**config.mk**
```make
export PLATFORM = sky130hd
export DESIGN_NAME = a2d_spi_resp
export DESIGN_NICKNAME = d
export VERILOG_FILES = /design/src/rtl/a2d_resp_pkg.sv /design/src/rtl/spi_in_sync.sv /design/src/rtl/a2d_spi_resp.sv
export SDC_FILE = /design/constraint.sdc
export NUM_CORES = 1
export LEC_CHECK = 0
export ABC_CLOCK_PERIOD_IN_PS = 1850
export BUFFER_PORTS_ARGS = -buffer_cell sky130_fd_sc_hd__buf_2
export CAP_MARGIN = 20
export CORE_MARGIN = 1
export CORE_UTILIZATION = 45
export DETAILED_ROUTE_END_ITERATION = 8
export GPL_TIMING_DRIVEN = 0
export HOLD_SLACK_MARGIN = 0.12
export SETUP_SLACK_MARGIN = 0.3
export SYNTH_ARGS = -nofsm -noshare
export SYNTH_HDL_FRONTEND = slang
export SYNTH_HIERARCHICAL = 1
export SYNTH_SLANG_ARGS = --single-unit
```
**constraint.sdc**
```tcl
create_clock -name clk -period 1.85 [get_ports clk]
set_clock_uncertainty 0.1 [all_clocks]
set_input_delay 0.0925 -clock clk [delete_from_list [all_inputs] [get_ports clk]]
set_output_delay 0.0925 -clock clk [all_outputs]
set_load 0.02 [all_outputs]
```
**src/rtl/a2d_resp_pkg.sv**
```systemverilog
// Shared types and field positions for the A2D SPI responder model.
package a2d_resp_pkg;

   typedef enum logic {IDLE, SHIFT} resp_state_t;

   localparam int CHNL_MSB = 13;
   localparam int CHNL_LSB = 11;
   localparam int DATA_W   = 12;

endpackage

```
**src/rtl/spi_in_sync.sv**
```systemverilog
// Two-flop synchroniser for an asynchronous SPI input plus a third flop
// that yields single-clk rise/fall pulses on the synchronised value.
module spi_in_sync #(
   parameter logic RST_VAL = 1'b1
) (
   input  logic clk,
   input  logic rst_n,
   input  logic i_d,
   output logic o_q,
   output logic o_rise,
   output logic o_fall
);

   logic r_meta;
   logic r_sync;
   logic r_dly;

   always_ff @(posedge clk or negedge rst_n) begin
      if (!rst_n) begin
         r_meta <= RST_VAL;
         r_sync <= RST_VAL;
         r_dly  <= RST_VAL;
      end else begin
         r_meta <= i_d;
         r_sync <= r_meta;
         r_dly  <= r_sync;
      end
   end

   assign o_q    = r_sync;
   assign o_rise =  r_sync & ~r_dly;
   assign o_fall = ~r_sync &  r_dly;

endmodule

```
**src/rtl/a2d_spi_resp.sv**
```systemverilog
// SPI responder modelling an 8-channel 12-bit A2D: returns the channel named
// by the previous complete command and records command/transaction history.
module a2d_spi_resp
   import a2d_resp_pkg::*;
#(
   parameter logic [DATA_W-1:0] RST_VAL = 12'hC00,
   parameter int                NBITS   = 16
) (
   input  logic              clk,
   input  logic              rst_n,
   input  logic              SS_n,
   input  logic              SCLK,
   input  logic              MOSI,
   output logic              MISO,
   input  logic              wr_en,
   input  logic [2:0]        wr_chnl,
   input  logic [DATA_W-1:0] wr_data,
   output logic              cmd_vld,
   output logic [NBITS-1:0]  last_cmd,
   output logic [7:0]        trans_cnt
);

   localparam int              CNT_W   = $clog2(NBITS + 1);
   localparam logic [CNT_W-1:0] CNT_MAX = CNT_W'(NBITS);

   logic w_ss_rise, w_ss_fall, w_ss_q_unused;
   logic w_sclk_rise, w_sclk_fall, w_sclk_q_unused;
   logic w_mosi, w_mosi_rise_unused, w_mosi_fall_unused;

   resp_state_t       r_state;
   logic [NBITS-1:0]  r_shft_tx;
   logic [NBITS-1:0]  r_shft_rx;
   logic [CNT_W-1:0]  r_bit_cnt;
   logic [2:0]        r_ptr;
   logic [7:0]        r_trans_cnt;
   logic [NBITS-1:0]  r_last_cmd;
   logic              r_cmd_vld;
   logic [DATA_W-1:0] r_chan [8];

   spi_in_sync #(.RST_VAL(1'b1)) u_ss_sync (
      .clk    (clk),
      .rst_n  (rst_n),
      .i_d    (SS_n),
      .o_q    (w_ss_q_unused),
      .o_rise (w_ss_rise),
      .o_fall (w_ss_fall)
   );

   spi_in_sync #(.RST_VAL(1'b1)) u_sclk_sync (
      .clk    (clk),
      .rst_n  (rst_n),
      .i_d    (SCLK),
      .o_q    (w_sclk_q_unused),
      .o_rise (w_sclk_rise),
      .o_fall (w_sclk_fall)
   );

   spi_in_sync #(.RST_VAL(1'b0)) u_mosi_sync (
      .clk    (clk),
      .rst_n  (rst_n),
      .i_d    (MOSI),
      .o_q    (w_mosi),
      .o_rise (w_mosi_rise_unused),
      .o_fall (w_mosi_fall_unused)
   );

   always_ff @(posedge clk or negedge rst_n) begin
      if (!rst_n) begin
         for (int i = 0; i < 8; i++) r_chan[i] <= RST_VAL;
      end else if (wr_en) begin
         r_chan[wr_chnl] <= wr_data;
      end
   end

   // SS_n rise is checked first so a coincident SCLK edge is dropped.
   always_ff @(posedge clk or negedge rst_n) begin
      if (!rst_n) begin
         r_state     <= IDLE;
         r_shft_tx   <= '0;
         r_shft_rx   <= '0;
         r_bit_cnt   <= '0;
         r_ptr       <= '0;
         r_trans_cnt <= '0;
         r_last_cmd  <= '0;
         r_cmd_vld   <= 1'b0;
      end else begin
         r_cmd_vld <= 1'b0;
         case (r_state)
            IDLE: begin
               if (w_ss_fall) begin
                  r_state   <= SHIFT;
                  r_shft_tx <= {{(NBITS-DATA_W){1'b0}}, r_chan[r_ptr]};
                  r_bit_cnt <= '0;
               end
            end
            SHIFT: begin
               if (w_ss_rise) begin
                  r_state <= IDLE;
                  if (r_bit_cnt == CNT_MAX) begin
                     r_last_cmd  <= r_shft_rx;
                     r_ptr       <= r_shft_rx[CHNL_MSB:CHNL_LSB];
                     r_cmd_vld   <= 1'b1;
                     r_trans_cnt <= r_trans_cnt + 8'd1;
                  end
               end else if (w_sclk_rise) begin
                  r_shft_rx <= {r_shft_rx[NBITS-2:0], w_mosi};
                  if (r_bit_cnt != CNT_MAX) r_bit_cnt <= r_bit_cnt + 1'b1;
               end else if (w_sclk_fall && (r_bit_cnt != '0)) begin
                  r_shft_tx <= {r_shft_tx[NBITS-2:0], 1'b0};
               end
            end
            default: r_state <= IDLE;
         endcase
      end
   end

   assign MISO      = (r_state == SHIFT) & r_shft_tx[NBITS-1];
   assign cmd_vld   = r_cmd_vld;
   assign last_cmd  = r_last_cmd;
   assign trans_cnt = r_trans_cnt;

endmodule

```
* Word level (Yosys, flattened, before mapping)
Index checks and enable logic that the tools add are counted.
Storage, ports and cells: register bits after elaboration 170, input bits 21, word-level logic and storage cells 79
Operators by class: add/subtract/negate cells 2, order comparisons 3, equal/unequal tests 8, multiplexer cells 22, bitwise operators 13, reduce and logical (&&, ||, !) cells 7
Operators with widths (number):
- bitwise mux 96 bit | 1
- two-way mux 16 bit | 4
- binary-select mux 12 bit (select 3 bit) | 1
- demux 12 bit (select 3 bit) | 1
- two-way mux 12 bit | 3
- case mux 16 bit (2 select lines) | 1
- two-way mux 5 bit | 4
- case mux 5 bit (2 select lines) | 1
- adder 8 x 1 -> 8 bit (second input constant) | 1
- greater-or-equal comparator 4 bit (second input constant) | 2
- inequality test 2 x 1 -> 1 bit (second input constant) | 4
- NOT 3 -> 4 bit | 2
- AND reduction 4 bit | 2
- NOT 1 bit | 6
- AND reduction 3 bit | 2
- adder 5 x 1 -> 5 bit (second input constant) | 1
- AND 1 bit | 5
- == test 5 bit (second input constant) | 1
- two-way mux 1 bit | 5
- inequality test 5 bit (second input constant) | 1
- nonzero test 5 bit | 1
- less-than comparator 4 x 1 -> 1 bit (second input constant) | 1
- inequality test 2 bit (second input constant) | 2
- logical AND 1 bit | 2
- case mux 1 bit (2 select lines) | 1

* Logic depth before layout (Yosys ltp)
word-level depth 7, gate-level depth with buffers 8

* By module
Netlist, hierarchy kept.
By module, submodules not included:
- a2d_spi_resp | instances 1, cells an instance 493, area each 7031.7 um^2, sequential area each 3998.8 um^2
- spi_in_sync at u_sclk_sync ... | instances 2, cells an instance 5, area each 93.8 um^2, sequential area each 78.8 um^2
- spi_in_sync at u_mosi_sync | instances 1, cells an instance 5, area each 90.1 um^2, sequential area each 75.1 um^2

* Least setup slack after synthesis
Ideal clock, no wire load.
path type register to register, from register, netlist name last_cmd[13], to register r_shft_tx[4], arrival time 1.753 ns, required time 1.618 ns, setup slack -0.135 ns, stages on the path, launching flop included 7, buffers on the path 2, period minus slack after synthesis 1.985 ns, path through dfrtp_1 > clkbuf_1 > clkbuf_1 > mux4_2 > mux2_2 > mux2i_1 > o21ai_1
RTL lines:
- to (signal assigned) | line a2d_spi_resp.sv:92 | r_shft_tx <= {{(NBITS-DATA_W){1'b0}}, r_chan[r_ptr]};
- to (signal assigned) | line a2d_spi_resp.sv:109 | r_shft_tx <= {r_shft_tx[NBITS-2:0], 1'b0};
- to (decl) | line a2d_spi_resp.sv:31 | logic [NBITS-1:0] r_shft_tx;

* Worst setup path after layout
from register r_ptr[0], to register r_shft_tx[6]
Between the ends: cells in the longest elaborated chain, start to end 6
RTL lines:
- from (decl) | line a2d_spi_resp.sv:34 | logic [2:0] r_ptr;
- from (signal assigned) | line a2d_spi_resp.sv:101 | r_ptr <= r_shft_rx[CHNL_MSB:CHNL_LSB];
- NOT 3 -> 4 bit (not written as such) | line a2d_spi_resp.sv:92
- binary-select mux 12 bit (select 3 bit) | line a2d_spi_resp.sv:92
- two-way mux 12 bit (not written as such) (2 in series) | line a2d_spi_resp.sv:92
- two-way mux 16 bit | line a2d_spi_resp.sv:90 | if (w_ss_fall) begin
- case mux 16 bit (2 select lines) | line a2d_spi_resp.sv:88 | case (r_state)
No other way between the ends. The select of a mux whose other input is x is not followed. A chain may end at the register's enable or synchronous reset.

==> impl_metrics.csv <==
group,metric,value,unit
status,status,"complete, but fails checks",
status,violations,"setup timing",
hold_path,hold_class,"in -> reg",
sta,hold_viol_final,0,
sta,slew_viol_final,0,
route,vias,4510,
sta,rsz0062_at_grt,"true",
clock_tree,root_buffer,"clkbuf_16",
route,drt_pass1_iterations,4,
power_and_ir_drop,peakVddDrop,0.7006,mV
hold_path,hold_end,"r_chan[36]$_DFFE_PN0P_",
cells_and_area,layout.cells.non_filler,857,
cells_and_area,fin_nets,653,
clock_tree,cts_buffers,17,
route,ant_nets,0,
clock_tree,hold_buffers,24,
cells_and_area,area_growth,30.24,%
floorplanning,io_pins,47,
global_routing,grt_usage,0.2042,
cells_and_area,fin_area,9468,um2
setup_path,startpoint_type,"flop",
setup_path,cp_top_family,"multiplexers",
setup_path,worstSetupPathType,"reg -> reg",
setup_path,required,2.06,ns
global_routing,grt_max_degree,92,
synth,synth_cells,505,
sta,max_slew_margin,0.4215,
placed_design,dpl_worst_slack,-0.4353,ns
sta,finalCriticalPeriod,1.958,ns
synth,postSynthAreaPerCell,14.39,um2
setup_path,cpMostUsedCell,"buf_12",
clock_tree,cts_tree,"yes",
clock_tree,clk_latency,0.43,ns
sta,hold_slack,0.08267,ns
floorplanning,core_area,15830,um2
sta,setup_viol,11,
placed_design,placed_cell_area,7846,um2
global_routing,first_global_vias,4797,
floorplanning,die_h,129.1,um
setup_path,critPathSlowestCell,"dfrtp_2",
synth,syn_area,7269,um2
setup_path,cp_max_fo,6,
cells_and_area,nFillCells,1233,
floorplanning,fp-row-count,46,
power_and_ir_drop,leakage,0.004358,uW
route,avgRoutedWirePerCell,18.35,um
route,viasPerCell,5.263,
setup_path,critPathBufInv,3,
run,maxCapViolCount,0,
floorplanning,initial_core_util,0.4593,
sta,setup_slack,-0.1083,ns
global_routing,grt_overflow,0,
setup_path,cp.arrival,2.17,ns
sta,max_freq,0.5106,GHz
clock_tree,cts.path.max_buffers,2,
floorplanning,die_w,129.1,um
synth,ys_warn_count,6,
route,first_iter_violations,180,
hold_path,hold_depth,3,
placed_design,dp_hpwl,9240,um
placed_design,place_inst,768,
power_and_ir_drop,p_per_area,1062,nW/um2
clock_tree,clk_pin_slew,0.06,ns
hold_path,hp-start,"wr_chnl[1]",
route,drc_errors,0,
global_routing,grt_pass1_wl,25010,um
setup_path,r2r_cells,7,
sta,min_period_over_period,1.059,
cells_and_area,drive_gt1_frac,0.5601,
sta,worstMarginPinSlew,0.8678,ns
route,drt-total-wl,15730,um
setup_path,crit_path_end_kind,"flop",
floorplanning,die_area,16670,um2
clock_tree,htree_levels,4,
setup_path,slowest_delay,0.43,ns
placed_design,port_buffers,46,
setup_path,rrSetupSlack,-0.11,ns
clock_tree,cts_sinks,167,
synth,synth_nets,529,
setup_path,cp_cell_sequence,"buf_12, buf_12, buf_16, mux4_2, mux2_4, mux2i_1, o21ai_1",
power_and_ir_drop,power,10060,uW
global_routing,antenna_found_initial,0,
setup_path,timing.rr.end,"r_shft_tx[6]$_DFFE_PN0P_",
setup_path,regToRegStartpoint,"r_ptr[0]$_DFFE_PN0P_",
placed_design,gp_congestion,0.7493,
cells_and_area,diodes,0,
==> repair_timing <==
action                                  in CTS  in global routing
endpoints found under the setup margin      57                 62
cloned                                       3                  0
gates resized for setup                     77                 54
setup buffers                               24                  7
pin swaps                                   34                 19
endpoints found under the hold margin      247                  2
==> worst max-delay path by stage <==
| stage | slack [ns] | to | cells past startpoint | startpoint |
|---|---|---|---|---|
| after global placement | -2.14 | r_ptr[0]$_DFFE_PN0P_ | 1 | rst_n |
| after detailed placement | -0.44 | r_shft_tx[4]$_DFFE_PN0P_ | 6 | last_cmd[13]$_DFFE_PN0P_ |
| final | -0.11 | r_shft_tx[6]$_DFFE_PN0P_ | 7 | r_ptr[0]$_DFFE_PN0P_ |
| after CTS | -0.11 | r_shft_tx[9]$_DFFE_PN0P_ | 7 | r_ptr[0]$_DFFE_PN0P_ |
| after floorplan | -0.02 | r_shft_tx[6]$_DFFE_PN0P_ | 6 | r_ptr[0]$_DFFE_PN0P_ |
| after global routing | -0.18 | r_shft_tx[2]$_DFFE_PN0P_ | 7 | r_ptr[0]$_DFFE_PN0P_ |
==> tightest hold or removal path, delay by kind of cell <==
family | cells | cell delay [ns]
buffers and inverters | 1 | 0.14
muxes | 1 | 0.23
and+or+nand+nor | 1 | 0.11
==> final cells by class <==
| type | instances | area (um2) | share of cell area |
|---|---|---|---|
| buffer | 25 | 250.2 | 0.02643 |
| clock buffer | 23 | 488.0 | 0.05154 |
| clock inverter | 8 | 120.1 | 0.01269 |
| inverter | 7 | 26.28 | 0.002775 |
| multi-input combinational | 306 | 3181 | 0.3359 |
| sequential | 167 | 4208 | 0.4444 |
| tap | 216 | 270.3 | 0.02854 |
| timing repair buffer | 105 | 924.6 | 0.09766 |
==> through the flow <==
stage	util	setup TNS [ns]
2_1_floorplan	-	-0.1484
3_3_place_gp	0.4934	-291.16
3_5_place_dp	0.4957	-5.137
4_1_cts	0.5832	-0.9529
5_1_grt	0.5982	-1.788
6_report	0.5982	-0.7756
==> state kept, by name, summed over array words and instances (netlist names), 2 cells and up <==
name       count
r_chan        96
r_shft_rx     16
r_shft_tx     16
last_cmd      14
trans_cnt      8
r_bit_cnt      5
r_ptr          2
==> power breakdown <==
part | switching [uW] | internal [uW] | total (uW)
sequential | 388 | 4390 | 4780
clock | 1360 | 2250 | 3610
combinational | 659 | 1010 | 1670
total | 2410 | 7650 | 10100
==> routing by layer <==
metal	track usage	vias to the layer above	share of wire
li1	-	2043	-
met1	0.2438	2361	0.41
met2	0.3583	81	0.54
met3	0.04294	25	0.029
met4	0.08581	0	0.021
met5	0	-	0
==> layout by cell type, fill, tap and decap left out, types with 3 or more instances in the layout <==
| master | count |
|---|---|
| inv_1 | 5 |
| buf_12 | 7 |
| buf_6 | 20 |
| clkbuf_8 | 5 |
| mux4_2 | 23 |
| dfrtp_1 | 144 |
| clkbuf_16 | 18 |
| o21ai_1 | 14 |
| buf_2 | 51 |
| mux2_2 | 97 |
| nand4b_1 | 3 |
| bufinv_16 | 3 |
| clkinv_2 | 3 |
| buf_8 | 5 |
| buf_1 | 4 |
| mux2i_1 | 14 |
| nand2_4 | 10 |
| nor2_1 | 4 |
| dfstp_2 | 22 |
| nand4_1 | 7 |
| xnor2_1 | 6 |
| buf_16 | 3 |
| dlygate4sd3_1 | 24 |
| buf_4 | 12 |
| nand2_2 | 31 |
| mux2_4 | 25 |
| nand2_1 | 38 |
No activity file was read; power rests on OpenSTA's default activity.
